File: src/rtl/core_pkg.sv
// Shared definitions for the 8-bit single-cycle core: opcodes, fetch FSM
// states and the branch/jump target table.
package core_pkg;

    localparam int PC_W_DEF = 8;

    localparam logic [3:0] LB_OP   = 4'b0000;
    localparam logic [3:0] SB_OP   = 4'b0001;
    localparam logic [3:0] ADD_OP  = 4'b0010;
    localparam logic [3:0] SUB_OP  = 4'b0011;
    localparam logic [3:0] AND_OP  = 4'b0100;
    localparam logic [3:0] OR_OP   = 4'b0101;
    localparam logic [3:0] XOR_OP  = 4'b0110;
    localparam logic [3:0] SHL_OP  = 4'b0111;
    localparam logic [3:0] SHR_OP  = 4'b1000;
    localparam logic [3:0] LI_OP   = 4'b1001;
    localparam logic [3:0] JMP_OP  = 4'b1010;
    localparam logic [3:0] BEQ_OP  = 4'b1011;
    localparam logic [3:0] BNE_OP  = 4'b1100;
    localparam logic [3:0] BLT_OP  = 4'b1101;
    localparam logic [3:0] HALT_OP = 4'b1110;
    localparam logic [3:0] TBA_OP  = 4'b1111;

    typedef enum logic [1:0] {
        ST_IDLE    = 2'd0,
        ST_RUN     = 2'd1,
        ST_HALTED  = 2'd2
    } fetch_state_t;

    // Branch/jump destinations selected by the 3-bit immediate.
    localparam logic [PC_W_DEF-1:0] JUMP_TARGETS [0:7] = '{
        8'h08, 8'h18, 8'h30, 8'h40, 8'h55, 8'h80, 8'hC0, 8'hFE
    };

endpackage

File: src/rtl/jump_lut.sv
// Combinational lookup of a branch/jump target from the 3-bit immediate.
module jump_lut
    import core_pkg::*;
#(
    parameter int PC_W = 8
) (
    input  logic [2:0]      idx,
    output logic [PC_W-1:0] target
);

    logic [PC_W-1:0] table_w [0:7];

    // Resize each packaged target to the program-counter width.
    for (genvar gi = 0; gi < 8; gi++) begin : g_entry
        assign table_w[gi] = PC_W'(JUMP_TARGETS[gi]);
    end

    assign target = table_w[idx];

endmodule

File: src/rtl/fetch_unit.sv
// Program counter, instruction split and IDLE/RUN/HALTED control for the
// single-cycle core. The ROM is read asynchronously at pc_o.
module fetch_unit
    import core_pkg::*;
#(
    parameter int PC_W  = 8,
    parameter int CNT_W = 16
) (
    input  logic             clk,
    input  logic             reset,
    input  logic             start,
    input  logic [PC_W-1:0]  start_addr,
    input  logic [8:0]       instr_i,
    input  logic             flag_eq,
    input  logic             flag_lt,
    output logic [PC_W-1:0]  pc_o,
    output logic [3:0]       opcode,
    output logic [2:0]       imm_o,
    output logic [1:0]       rsel_o,
    output logic             running,
    output logic             done,
    output logic [CNT_W-1:0] icount
);

    fetch_state_t     state_reg;
    logic [PC_W-1:0]  pc_reg;
    logic [PC_W-1:0]  pc_next;
    logic [PC_W-1:0]  target;
    logic [CNT_W-1:0] icount_reg;
    logic [CNT_W-1:0] icount_next;
    logic             running_reg;
    logic             done_reg;
    logic [3:0]       op_w;
    logic             taken;

    assign op_w = instr_i[8:5];

    jump_lut #(.PC_W(PC_W)) u_jump_lut (
        .idx    (instr_i[2:0]),
        .target (target)
    );

    // Branch resolution: taken branches go to the table target, all else pc+1.
    always_comb begin
        taken = 1'b0;
        case (op_w)
            JMP_OP:  taken = 1'b1;
            BEQ_OP:  taken = flag_eq;
            BNE_OP:  taken = !flag_eq;
            BLT_OP:  taken = flag_lt;
            default: taken = 1'b0;
        endcase
        pc_next     = taken ? target : pc_reg + PC_W'(1);
        icount_next = (&icount_reg) ? icount_reg : icount_reg + CNT_W'(1);
    end

    // Control FSM; start overrides whatever the current instruction would do.
    always_ff @(posedge clk) begin
        if (reset) begin
            state_reg   <= ST_IDLE;
            pc_reg      <= '0;
            icount_reg  <= '0;
            running_reg <= 1'b0;
            done_reg    <= 1'b0;
        end else if (start) begin
            state_reg   <= ST_RUN;
            pc_reg      <= start_addr;
            icount_reg  <= '0;
            running_reg <= 1'b1;
            done_reg    <= 1'b0;
        end else if (state_reg == ST_RUN) begin
            icount_reg <= icount_next;
            if (op_w == HALT_OP) begin
                state_reg   <= ST_HALTED;
                running_reg <= 1'b0;
                done_reg    <= 1'b1;
            end else begin
                pc_reg <= pc_next;
            end
        end
    end

    assign pc_o    = pc_reg;
    assign icount  = icount_reg;
    assign running = running_reg;
    assign done    = done_reg;
    assign opcode  = running_reg ? op_w         : HALT_OP;
    assign imm_o   = running_reg ? instr_i[2:0] : 3'b000;
    assign rsel_o  = running_reg ? instr_i[4:3] : 2'b00;

endmodule

File: config.mk
export PLATFORM = sky130hd
export DESIGN_NAME = fetch_unit
export DESIGN_NICKNAME = d
export VERILOG_FILES = /design/src/rtl/core_pkg.sv /design/src/rtl/jump_lut.sv /design/src/rtl/fetch_unit.sv
export SDC_FILE = /design/constraint.sdc
export NUM_CORES = 1
export LEC_CHECK = 0
export ABC_AREA = 0
export CAP_MARGIN = 40
export CORE_UTILIZATION = 41
export DETAILED_ROUTE_END_ITERATION = 10
export GPL_TIMING_DRIVEN = 0
export HOLD_SLACK_MARGIN = 0.05
export PLACE_DENSITY_LB_ADDON = 0.12
export SLEW_MARGIN = 40
export SYNTH_ARGS = -nofsm -noshare
export SYNTH_HDL_FRONTEND = slang
export SYNTH_SLANG_ARGS = --single-unit
File: constraint.sdc
create_clock -name clk -period 1.7 [get_ports clk]
set_input_delay 0.34 -clock clk [delete_from_list [all_inputs] [get_ports clk]]
set_output_delay 0.34 -clock clk [all_outputs]
set_load 0.02 [all_outputs]
* Yosys cells after proc, flatten, opt, wreduce, memory -nomap -nowiden
Memory sizes are Yosys's and may differ from the RTL's.
Cells that the tools add are included.
W data, S select, Z words.
** Storage, ports and cells
- Memories kept :: 1
- Latch bits :: 0
- Word-level logic and storage cells :: 43
- Input port bits :: 22
- Output and inout bits :: 35
- RAM bits :: 0
- Bits in registers :: 27
- ROM bits :: 64
** Memory list
- (no name shown) :: depth 8, bits a word 8, rd ports 1, clocked after Yosys merged registers in 0, write ports 0, RTL line jump_lut.sv:18 : assign target = table_w[idx];
** Operators by class
- Reductions and logical operators :: 9
- Add/subtract/negate cells :: 2
- Shift-type cells :: 0
- Bitwise gates (word level) :: 2
- Multipliers :: 0
- Div/mod/pow operators :: 0
- Equal/unequal tests :: 7
- Muxes and demuxes :: 16
- Magnitude comparators :: 1
** Operator list (count)
- $mux W8 :: 6
- $eq A4 B4 Y1 const B :: 5
- $add A16 B1 Y16 const B :: 1
- $reduce_and A16 Y1 :: 1
- $add A8 B1 Y8 const B :: 1
- $reduce_and A2 Y1 :: 4
- $mux W1 :: 6
- $ge A4 B4 Y1 const B :: 1
- $mux W4 :: 1
- $not A3 Y4 :: 1
- $pmux W1 S4 :: 1
- $reduce_bool A2 Y1 :: 2
- $mux W3 :: 1
- $eq A2 B1 Y1 const B :: 1
- $mux W2 :: 1
- $ne A2 B2 Y1 const B :: 1
- $reduce_or A2 Y1 :: 1
- $logic_not A1 Y1 :: 1
- $not A1 Y1 :: 1

* Logic depth before layout (Yosys ltp)
Gate-level depths: netlist of the first run.
- Depth in word-level cells :: 8
- Depth in mapped cells :: 7

* Modules after synthesis
From an unflattened synthesis of the first run, not the netlist that was laid out.
** Second synthesis, totals
- Cells, all modules :: 197
- Area, all modules :: 1766.7 sq um
** By module, submodules not included
- fetch_unit :: seq. area each 520.5 sq um, cells each 182, area an instance 1622.8 sq um, times used 1
- jump_lut :: seq. area each 0.0 sq um, cells each 15, area an instance 143.9 sq um, times used 1

* Worst setup path after synthesis of the first run
No wires, ideal clock.
- Path type :: flip-flop to flip-flop
- Start point :: reg icount_reg[0], in the netlist icount[0]
- End point :: reg icount_reg[12], in the netlist icount[12]
- Cell stages (with the launch flop) :: 7
- Required time :: 1.572 ns
- Arrival time :: 1.676 ns
- Library setup time :: 0.128 ns
- Setup slack :: -0.104 ns
- Buffers on the path :: 0
- Clock period less this slack :: 1.804 ns
- Cell sequence :: dfxtp_1 > ha_1 > nand2_1 > nor4_4 > nand2_1 > xnor2_1 > nor2b_1
** On the way
- Cells in the longest elaborated chain, start to end :: 3
** Ends and longest elaborated chain
- start, declared :: RTL line fetch_unit.sv:29 : logic [CNT_W-1:0] icount_reg;
- start signal, assigned :: RTL line fetch_unit.sv:72 : icount_reg <= icount_next;
- branches (longest 3 deep; another with $add A16 B1 Y16)
Several ways; the timed one is not identified.
A chain may end at the register's enable or synchronous reset.

==> results of run 1 <==
where the power goes:
part	leakage (nW)	switching, mW	internal [mW]	total [mW]
clock network	0.0288	0.189	0.207	0.396
registers	0.215	0.0234	0.624	0.648
logic	0.901	0.164	0.146	0.310
path summary, 6_finish.rpt:
kind,endpoint,slack (ps),start,cells past startpoint
setup / recovery,pc_o[2]$_SDFFE_PP0P_,50,running$_SDFFE_PP0P_,6
hold / removal,pc_o[3]$_SDFFE_PP0P_,450,reset,2
setup reg to reg,pc_o[2]$_SDFFE_PP0P_,50,running$_SDFFE_PP0P_,6
hold reg to reg,icount[1]$_SDFFE_PP0P_,530,icount[1]$_SDFFE_PP0P_,2
worst max-delay path: cells and delay by family, from the launching register on:
family	cells	cell delay, ps
AO/OA/AOI/OAI	2	420
buffers and inverters	2	430
flip-flops	1	380
AND/OR/NAND/NOR	2	320
repair_timing:
item                       4_1_cts  5_1_grt
setup endpoints to repair       32       36
resized for setup               29       48
gates cloned                     0        0
pin swaps                        7       10
buffers inserted                 3        0
metrics by stage:
| stage | std cells | util, % | power (mW) |
|---|---|---|---|
| 6_report | 314 | 65.4 | 1.35 |
| 5_1_grt | 314 | 65.4 | 1.42 |
| 3_3_place_gp | 307 | 60.2 | 0.958 |
| 3_5_place_dp | 307 | 60.2 | 0.959 |
| 2_1_floorplan | 205 | - | 0.819 |
| 4_1_cts | 314 | 62.5 | 1.35 |
synthesized netlist by cell type, drive strengths merged, types with 2 or more instances:
cell type   n
a2111oi     2
a211oi      5
a21oi       9
a221oi      2
and2        8
and3        4
and4        2
buf         2
clkbuf      6
dfxtp      26
ha          6
inv         8
mux2i       3
nand2      18
nand2b      6
nand3       7
nand4       7
nor2       26
nor2b       6
nor3        5
nor4        3
o21ai       3
o22ai       2
o31ai       2
o32ai       2
or2         2
or3         2
xnor2      17
xor2        2
cell type report:
cell class | instances | area share [%]
Inverter | 8 | 1.21
Tap cell | 48 | 2.42
Multi-Input combinational cell | 163 | 48.4
Timing Repair Buffer | 57 | 22.8
Clock buffer | 4 | 2.22
Sequential cell | 26 | 21.5
Buffer | 8 | 1.51
per-layer routing:
layer / global-route usage [%] / routed length [um]
met1: 28.2 / 2180
met2: 29.3 / 1750
met3: 3.62 / 202
met4: 3.99 / 22
met5: 0 / 0
cells by family after synthesis:
kind of cell,after synthesis
multiplexers,3
AO/OA/AOI/OAI,37
adder cells (fa/ha/maj),6
flip-flops,26
buffers and inverters,16
AND/OR/NAND/NOR,98
XOR/XNOR,19
==> results.rst, run 1 <==
.. list-table::
   :header-rows: 1

   * - Metric
     - Value
   * - Status
     - completed
   * - XOR/XNOR Fraction of Synth Area
     - 9.92%
   * - Yosys warning total
     - 0
   * - Number of clock sinks
     - 26
   * - Top-area cell type share of the netlist area
     - 31.0%
   * - Total overflow reported by the global router
     - 0
   * - Area of the core region
     - between 0.003 and 0.004 mm2
   * - Setup TNS Final
     - 0 ps
   * - Area occupied by multi-input gates
     - 0.00120 mm2
   * - CP max stage delay
     - 380 ps
   * - Antenna Diode Count
     - 0
   * - Final wirelength
     - 4150 um
   * - Commonest cells after routing, fill and taps aside
     - nor2_1 (25), clkdlybuf4s50_1 (22), dfxtp_1 (20)
   * - Weighted congestion reported at the end of routability-driven placement
     - 0.818
   * - Transition time at the pin with the least slew margin
     - 482 ps
   * - Seq/Total Area, Yosys
     - between 30% and 40%
   * - Clock root buffer master
     - clkbuf_8
   * - Area of the mapped netlist
     - approximately 0.0017 mm2
   * - Via-per-instance ratio
     - 5.26
   * - Share of the clock period used by the worst path
     - a little over nine tenths
   * - Cell occurring most often along the worst timing path
     - buf_2
   * - Synthesized instance count
     - 205
   * - Average wire per standard cell
     - 13.2 um
   * - Library cell with the largest summed area after synthesis
     - dfxtp_1
   * - Data arrival time of the critical path
     - 1820 ps
   * - Placement Setup Slack
     - -465 ps
   * - Post-DP Area
     - 0.00229 mm2
   * - Wire length of the first global-routing pass
     - 6580 um
   * - Die outline area
     - about 0.0044 mm2
   * - Clk buf depth
     - 2
   * - CTS buffer count
     - 3
   * - Initial Utilization
     - 44.2%
   * - Detailed-router iteration count before antenna repair
     - 4
   * - RSZ-0062 raised after global routing
     - true
   * - Pwr/cell area
     - 545 mW/mm2
   * - Synth area leaders
     - dfxtp_1 (31%), xnor2_1 (8.9%), nor2_1 (5.6%)
   * - Count of different cell masters after synthesis
     - 51
   * - Height of the die
     - around 66 um
   * - Clock tree skew after final layout
     - 4.04 ps
   * - Share of layout cells above drive strength 1
     - between 10% and 20%
   * - Syn avg cell area
     - 8.18 um2
   * - Time the final worst path needs with I/O delays and setup
     - ~1700 ps
   * - Largest net degree at the start of global routing
     - 15
   * - Count of final setup violators
     - 0
   * - Number of flip-flops under the largest register name
     - 16
   * - Port Buf Inserts
     - 54
   * - Clock transition at the registers of the reported paths
     - ~90 ps
   * - Hpwl dp
     - 2990 um
   * - Chain of cells forming the critical path
     - nor2b_1 -> buf_2 -> and2_1 -> buf_2 -> o2bb2ai_1 -> o41ai_1
   * - Most frequently used flop master after synthesis
     - dfxtp_1
   * - Min-Delay Path Class
     - primary input to flop
   * - Proportion of synthesized area in mux cells
     - between 1.5 and 2%
   * - Number of levels in the clock H-tree
     - 1
   * - Most frequent standard cell in the layout excluding fill and tap cells
     - nor2_1
   * - Fill cell count
     - about 340
   * - Row cnt
     - 22
   * - Number of failing hold endpoints at the final stage
     - 0
   * - Antenna viol nets, final
     - 0
   * - Main combinational cell family by area after synthesis
     - simple AND/OR/NAND/NOR gates
   * - Adder-Cell Fraction of Synth Area
     - 4.47%
   * - Min setup slack post-route
     - 49.7 ps
   * - Post-synthesis compound-gate area fraction
     - 16.6%
   * - Worst setup path class
     - flop to flop
   * - Number of synthesized register bits
     - 26
   * - Peak VDD IR
     - 0.379 mV
   * - Clock tree from TritonCTS
     - yes
   * - Flip-flop and latch area
     - 533 um2
   * - Layout overhead on the synthesized area
     - 48.0%
   * - Non-Filler Cell Area, Final
     - 0.00248 mm2
   * - Die boundary width
     - 66.0 um
   * - Antenna violations before repair
     - 0
   * - Total global routing track utilization
     - about a fifth
   * - Clk_lat worst skew
     - 270 ps
   * - Worst slew margin
     - 67.9%
   * - Fmax
     - 606 MHz
   * - Number of nets in the synthesized netlist
     - 233
   * - Maximum capacitance violations
     - 0
   * - Total of hold buffers inserted after clock tree synthesis
     - 0
   * - Number of vias after detailed routing
     - about 1700
   * - Worst hold slack across all endpoints
     - 450 ps
   * - DRC violation count after routing
     - 0
   * - Top-level I/O count
     - 57
   * - Slowest cell on the critical path
     - dfxtp_1
   * - Vias in the first global route
     - 1464
   * - Post-layout nets
     - 295
   * - Number of pins with negative max-slew slack in the final report
     - 0
   * - Fraction of registers with async set or reset after synthesis
     - 0%
   * - Maximum fanout encountered on the critical timing path
     - 10
   * - Number of flops mapped to enable cells by yosys
     - 0
   * - Kind of start point of the critical path
     - flop
   * - Starting DRT DRC Count
     - 84
   * - Standby leakage power
     - 1.14 nW
   * - Required time reported for the critical path endpoint
     - 1870 ps
   * - Capturing element type of the critical path
     - flop
   * - Area fraction in and, or, nand and nor cells after synthesis
     - 32.6%
(Power assumes the default switching activity.)
==> run 2: changes to the inputs <==
Settings changed: CORE_ASPECT_RATIO set to 1.75.
==> run 2 against run 1 <==
Die area is 0.23% higher. Cell area is 0.71% lower. Sequential power hardly changed. Critical path depth stayed put. Register-to-register slack hardly changed. Maximum frequency is 0.60% lower. Clock skew is 2.9 ps higher. Clock power is 11% lower. Critical path type is now primary input to flop. Highest routed layer unchanged.
==> results.rst, run 2 (same netlist as run 1, synthesis figures left out) <==
.. list-table::
   :header-rows: 1

   * - Metric
     - Value
   * - Pwr/cell area
     - 528 mW/mm2 (-3.1%)
   * - Net switching power
     - 0.376 mW (about the same)
   * - Non-Filler Cell Area, Final
     - 0.00247 mm2 (-0.71%)
   * - Worst setup path class
     - primary input to flop
   * - Number of failing hold endpoints at the final stage
     - 0 (unchanged)
   * - Relative contribution of the clock network to total power
     - 27.1% (-2.1 points)
   * - Top-level I/O count
     - 57 (unchanged)
   * - Weighted congestion reported at the end of routability-driven placement
     - 0.837 (+2.4%)
   * - Average wire per standard cell
     - 14.5 um (+9.5%)
   * - Peak VDD IR
     - 0.514 mV (+35%)
   * - Min setup slack post-route
     - 39.7 ps (-10.0 ps)
   * - Slowest cell on the critical path
     - a2111oi_0
   * - Antenna Diode Count
     - 0 (unchanged)
   * - Setup slack, reg-to-reg
     - 60 ps (about the same)
   * - Status
     - completed
   * - Row cnt
     - 30 (+36%)
   * - CP max stage delay
     - 410 ps (+30 ps)
   * - Clock transition at the registers of the reported paths
     - 90 ps (about the same)
   * - Wire length of the first global-routing pass
     - 7240 um (+10%)
   * - RSZ-0062 raised after global routing
     - true
   * - Standby leakage power
     - 1.09 nW (-4.9%)
   * - Required time reported for the critical path endpoint
     - 1840 ps (-30 ps)
   * - Number of pins with negative max-slew slack in the final report
     - 0 (unchanged)
   * - Final core utilization
     - 63.2% (-2.2 points)
   * - Die outline area
     - 0.00436 mm2 (+0.23%)
   * - Hpwl dp
     - 3430 um (+15%)
   * - Count of final setup violators
     - 0 (unchanged)
   * - Chain of cells forming the critical path
     - dlygate4sd2_1 -> nor2b_2 -> o32ai_2 -> nand2_2 -> a2111oi_0 -> nor4_1
   * - PnR Total Power
     - 1.30 mW (-3.7%)
   * - Total number of cells along the worst setup path
     - 6 (unchanged)
   * - Most frequent standard cell in the layout excluding fill and tap cells
     - nor2_1
   * - Family with the most delay on the worst path
     - compound AO/OA/AOI/OAI gates
   * - Area of the core region
     - 0.00390 mm2 (+2.8%)
   * - DRC violation count after routing
     - 0 (unchanged)
   * - R2r worst-path depth
     - 5 (-1)
   * - Kind of start point of the critical path
     - primary input
   * - CTS buffer count
     - 3 (unchanged)
   * - Layout overhead on the synthesized area
     - 47.0%
   * - Reg power frac
     - 49.8% (+1.9 points)
   * - Fill cell count
     - 380 (+11%)
   * - Number of instances on the worst hold path
     - 3 (+1)
   * - Clk_lat worst skew
     - 270 ps (about the same)
   * - Internal power component
     - 0.927 mW (-5.2%)
   * - Total overflow reported by the global router
     - 0 (unchanged)
   * - Number of flip-flops under the largest register name
     - 16 (unchanged)
   * - Via-per-instance ratio
     - 5.44 (+3.4%)
   * - Commonest cells after routing, fill and taps aside
     - nor2_1 (25), dfxtp_1 (20), clkdlybuf4s50_1 (20)
   * - Post-DP Area
     - 0.00229 mm2 (unchanged)
   * - Switching Fraction
     - 28.9% (+1.1 points)
   * - Placement Setup Slack
     - -575 ps (-111 ps)
   * - Number of clock sinks
     - 26 (unchanged)
   * - Vias in the first global route
     - 1652 (+13%)
   * - CP bufs+invs
     - 1 (-1)
   * - Maximum fanout encountered on the critical timing path
     - 6 (-4)
   * - Final wirelength
     - 4540 um (+9.5%)
   * - Capturing element type of the critical path
     - flop
   * - Min-Delay Path Class
     - primary input to flop
   * - Antenna viol nets, final
     - 0 (unchanged)
   * - Clock tree from TritonCTS
     - yes
   * - Fmax
     - 602 MHz (-0.60%)
   * - Number of levels in the clock H-tree
     - 1 (unchanged)
   * - Maximum capacitance violations
     - 0 (unchanged)
   * - Initial Utilization
     - 43.0% (-1.2 points)
   * - Number of vias after detailed routing
     - 1709 (+3.4%)
   * - Time the final worst path needs with I/O delays and setup
     - 1660 ps (+10.0 ps)
   * - Clock root buffer master
     - clkbuf_8
   * - Die boundary width
     - 50.4 um (-24%)
   * - Height of the die
     - 86.6 um (+31%)
   * - Transition time at the pin with the least slew margin
     - 479 ps (-2.44 ps)
   * - Detailed-router iteration count before antenna repair
     - 4 (unchanged)
   * - Worst slew margin
     - 68.0% (+0.16 points)
   * - Total global routing track utilization
     - 21.4% (+2.1 points)
   * - Clock tree skew after final layout
     - 6.93 ps (+2.89 ps)
   * - Data arrival time of the critical path
     - 1800 ps (-20 ps)
   * - Starting DRT DRC Count
     - 34 (-60%)
   * - Combinational share of power
     - 23.0% (about the same)
   * - Antenna violations before repair
     - 0 (unchanged)
   * - Share of the clock period used by the worst path
     - 97.7% (+0.59 points)
   * - Clk buf depth
     - 2 (unchanged)
   * - Port Buf Inserts
     - 54 (unchanged)
   * - Share of layout cells above drive strength 1
     - 15.4% (-3.0 points)
   * - Post-layout nets
     - 295 (unchanged)
   * - Largest net degree at the start of global routing
     - 15 (unchanged)
-- run 2: path summary, 6_finish.rpt --
kind                               start                endpoint
setup / recovery              instr_i[5]    pc_o[7]$_SDFFE_PP0P_
hold / removal                     start    pc_o[1]$_SDFFE_PP0P_
setup reg to reg    pc_o[2]$_SDFFE_PP0P_    pc_o[7]$_SDFFE_PP0P_
hold reg to reg   icount[1]$_SDFFE_PP0P_  icount[1]$_SDFFE_PP0P_
-- run 2: per-layer routing --
metal,part of all wire (%),wire length [um],vias to the layer above,global-route usage [%]
met4,1.6,71,0,6.31
met5,0,0,-,0
met1,39,1790,812,22.7
met3,2.8,125,8,2.46
li1,-,-,850,-
met2,56,2560,39,42.4
-- run 2: what timing repair did --
| item | in CTS | in global routing |
|---|---|---|
| buffers inserted | 3 | 0 |
| endpoints found under the setup margin | 36 | 34 |
| gates resized for setup | 40 | 28 |
| hold buffers | 0 | 0 |
| pin swaps | 8 | 3 |
-- run 2: stage by stage --
step           TNS (ps)  cells  hold WS, ps
2_1_floorplan         0    205          409
3_3_place_gp      -8120    307          516
3_5_place_dp      -8530    307          519
4_1_cts               0    314          475
5_1_grt            -106    314          547
6_report              0    314          496
-- run 2: layout make-up --
type | count | area [um2] | area share, %
sequential | 26 | 533 | 21.6
timing repair buffer | 57 | 569 | 23.1
clock inverter | 1 | 3.75 | 0.152
clock buffer | 3 | 41.3 | 1.67
multi-input combinational | 163 | 1190 | 48.1
buffer | 8 | 42.5 | 1.73
tap | 48 | 60.1 | 2.44
inverter | 8 | 30.0 | 1.22
-- run 2: power groups by stage --
stage / Combinational, mW / Clock (mW) / Sequential (mW)
after floorplan: 0.141 / 0 / 0.678
after global placement: 0.299 / 0 / 0.662
after detailed placement: 0.302 / 0 / 0.662
after CTS: 0.298 / 0.366 / 0.648
after global routing: 0.327 / 0.394 / 0.653
final: 0.300 / 0.354 / 0.649
-- run 2: worst register-to-register path, cell delays in order (launching register included) --
cell	delay [ps]
dfxtp_1	440
and4_1	250
nand4_1	160
xnor2_1	150
a2111oi_0	410
nor4_1	90
==> run 3: changes to the inputs <==
Settings changed: CORE_UTILIZATION 41 to 42, SKIP_LAST_GASP set to 1.
Clock period 1.7 ns to 1.65 ns, I/O delays scaled along.
==> run 3 against run 2 <==
Cell area increased by 1.3%. Global-route usage is 0.38 points higher. Clock skew grew 2.1 ps. Setup slack worse by 6.4 ps. Die area down 2.3%. Count of clock-buffer cells in the layout grew 1. Final cell count is 1.3% higher. Via count rose by 2.2%. Sequential power is 3.5% higher. Sequential share of layout area up 0.080 points. Largest cell class unchanged.
==> results.rst, run 3 (same netlist as run 1, synthesis figures left out) <==
.. list-table::
   :header-rows: 1

   * - Metric
     - Value
   * - Standby leakage power
     - 1.16 nW (+6.2%)
   * - Number of levels in the clock H-tree
     - 1 (unchanged)
   * - Family with the most delay on the worst path
     - buffers and inverters
   * - Detailed-router iteration count before antenna repair
     - 5 (+1)
   * - Initial Utilization
     - 43.4% (+0.42 points)
   * - Met2 Track Usage GR
     - 45.0% (+2.5 points)
   * - Top-level I/O count
     - 57 (unchanged)
   * - Slowest cell on the critical path
     - clkdlybuf4s50_1
   * - Antenna violations before repair
     - 0 (unchanged)
   * - Number of failing hold endpoints at the final stage
     - 0 (unchanged)
   * - Peak VDD IR
     - 0.405 mV (-21%)
   * - Clk buf depth
     - 2 (unchanged)
   * - CP max stage delay
     - 630 ps (+220 ps)
   * - Data arrival time of the critical path
     - 1290 ps (-510 ps)
   * - Total number of cells along the worst setup path
     - 1 (-5)
   * - Via-per-instance ratio
     - 5.49 (+0.88%)
   * - Number of cells after detailed placement
     - 307 (unchanged)
   * - Worst reg2reg path startpoint
     - done$_SDFFE_PP0P_
   * - Port Buf Inserts
     - 54 (unchanged)
   * - Worst hold slack across all endpoints
     - 483 ps (-13.9 ps)
   * - Clk_lat worst skew
     - 260 ps (about the same)
   * - Number of flip-flops under the largest register name
     - 16 (unchanged)
   * - Weighted congestion reported at the end of routability-driven placement
     - 0.825 (-1.5%)
   * - Total overflow reported by the global router
     - 0 (unchanged)
   * - Vias in the first global route
     - 1605 (-2.8%)
   * - Met3 routing resource usage after global routing
     - 1.60% (-0.86 points)
   * - Maximum capacitance violations
     - 0 (unchanged)
   * - Antenna Diode Count
     - 0 (unchanged)
   * - Worst slew margin
     - 65.5% (-2.6 points)
   * - Starting DRT DRC Count
     - 54 (+59%)
   * - Area occupied by multi-input gates
     - 0.00120 mm2 (+1.1%)
   * - Total of hold buffers inserted after clock tree synthesis
     - 0 (unchanged)
   * - Clock tree from TritonCTS
     - yes
   * - CTS buffer count
     - 3 (unchanged)
   * - Capturing element type of the critical path
     - output port
   * - Post-layout nets
     - 299 (+1.4%)
   * - Height of the die
     - 85.6 um (-1.2%)
   * - Die outline area
     - 0.00426 mm2 (-2.3%)
   * - Number of pins with negative max-slew slack in the final report
     - 0 (unchanged)
   * - Antenna viol nets, final
     - 0 (unchanged)
   * - Total global routing track utilization
     - 21.8% (+0.38 points)
   * - Clock tree skew after final layout
     - 9.04 ps (+2.11 ps)
   * - Flip-flop and latch area
     - 542 um2 (+1.6%)
   * - Min-Delay Path Class
     - primary input to flop
   * - CP bufs+invs
     - 1 (unchanged)
   * - Chain of cells forming the critical path
     - clkdlybuf4s50_1
   * - Maximum fanout encountered on the critical timing path
     - 5 (-1)
   * - Clock root buffer master
     - clkbuf_8
   * - Non-Filler Cell Area, Final
     - 0.00250 mm2 (+1.3%)
   * - Kind of start point of the critical path
     - flop
   * - Post-DP Area
     - 0.00230 mm2 (+0.60%)
   * - Number of clock sinks
     - 26 (unchanged)
   * - Fill cell count
     - 335 (-12%)
   * - Transition time at the pin with the least slew margin
     - 518 ps (+38.4 ps)
   * - Fraction of met1 tracks used by global routing
     - 21.9% (-0.80 points)
   * - Clock transition at the registers of the reported paths
     - 90 ps (about the same)
   * - RSZ-0062 raised after global routing
     - true
   * - Worst setup path class
     - flop to output port
   * - Die boundary width
     - 49.8 um (-1.1%)
   * - Final wirelength
     - 4630 um (+1.8%)
   * - Pwr/cell area
     - 539 mW/mm2 (+2.1%)
   * - Number of non-filler instances in the completed layout
     - 318 (+1.3%)
   * - DRC violation count after routing
     - 0 (unchanged)
   * - Crit path to
     - pc_o[5]
   * - Fmax
     - 619 MHz
   * - Layout overhead on the synthesized area
     - 48.8%
   * - Number of vias after detailed routing
     - 1746 (+2.2%)
   * - Largest net degree at the start of global routing
     - 15 (unchanged)
   * - Time the final worst path needs with I/O delays and setup
     - ~1600 ps
   * - First element of the critical path
     - pc_o[5]$_SDFFE_PP0P_
   * - Area of the core region
     - 0.00387 mm2 (-0.96%)
   * - Share of the clock period used by the worst path
     - 98.0%
   * - Required time reported for the critical path endpoint
     - 1320 ps (-520 ps)
   * - Share of layout cells above drive strength 1
     - 22.2% (+6.8 points)
   * - Number of instances on the worst hold path
     - 3 (unchanged)
   * - Status
     - completed
   * - Worst reg2reg endpoint
     - icount[10]$_SDFFE_PP0P_
   * - Count of final setup violators
     - 0 (unchanged)
   * - Commonest cells after routing, fill and taps aside
     - nor2_1 (25), xnor2_1 (17), nand2_1 (15), dlygate4sd2_1 (15), clkdlybuf4s50_1 (15)
   * - R2r worst-path depth
     - 5 (unchanged)
   * - Hpwl dp
     - 3470 um (+0.97%)
   * - Wire length of the first global-routing pass
     - 7310 um (+0.95%)
   * - Row cnt
     - 30 (unchanged)
   * - Most frequent standard cell in the layout excluding fill and tap cells
     - nor2_1
   * - GRT busiest layer
     - met2
   * - Setup slack, reg-to-reg
     - 60 ps (about the same)
   * - Average wire per standard cell
     - 14.5 um (+0.57%)
## run 3: worst min path at each step
stage,slack (ps),to,from
after global placement,520,icount[1]$_SDFFE_PP0P_,icount[1]$_SDFFE_PP0P_
after detailed placement,530,icount[1]$_SDFFE_PP0P_,icount[1]$_SDFFE_PP0P_
final,480,pc_o[1]$_SDFFE_PP0P_,start
after global routing,570,pc_o[1]$_SDFFE_PP0P_,start
after CTS,460,pc_o[1]$_SDFFE_PP0P_,start
after floorplan,400,running$_SDFFE_PP0P_,reset
## run 3: where the power goes
group          internal (mW)  switching [mW]  total [mW]
logic                  0.147           0.166       0.313
registers              0.645          0.0270       0.672
clock network          0.172           0.189       0.362
total                  0.964           0.383        1.35
## run 3: routing by layer
metal  vias up  wire length, um
li1        858                -
met4         0               74
met2        49             2660
met5         -                0
met3         8              141
met1       831             1750
## run 3: timing repair
| action | CTS | global route |
|---|---|---|
| pin swaps | 8 | 7 |
| resized for setup | 45 | 47 |
| setup buffers | 7 | 0 |
| hold endpoints to repair | 0 | 0 |
| setup endpoints to repair | 39 | 40 |
| cloned | 0 | 0 |
## run 3: metrics by stage
stage	power, mW	setup TNS [ps]	utilization, %	worst slack [ps]
floorplan	0.845	0	-	12.3
global placement	0.992	-9210	59.5	-573
detailed placement	0.994	-9910	59.5	-564
CTS	1.36	-12.6	63.0	-12.6
global route	1.42	-53.1	64.6	-46.4
finish	1.35	0	64.6	33.3
## run 3: area by class of cell
| cell class | count | share of cell area (%) |
|---|---|---|
| plain buffers | 8 | 1.70 |
| clock buffers | 4 | 1.80 |
| inverters | 8 | 1.20 |
| multi-input cells | 163 | 48.0 |
| flip-flops and latches | 26 | 21.7 |
| well taps | 48 | 2.40 |
| repair buffers | 61 | 23.2 |
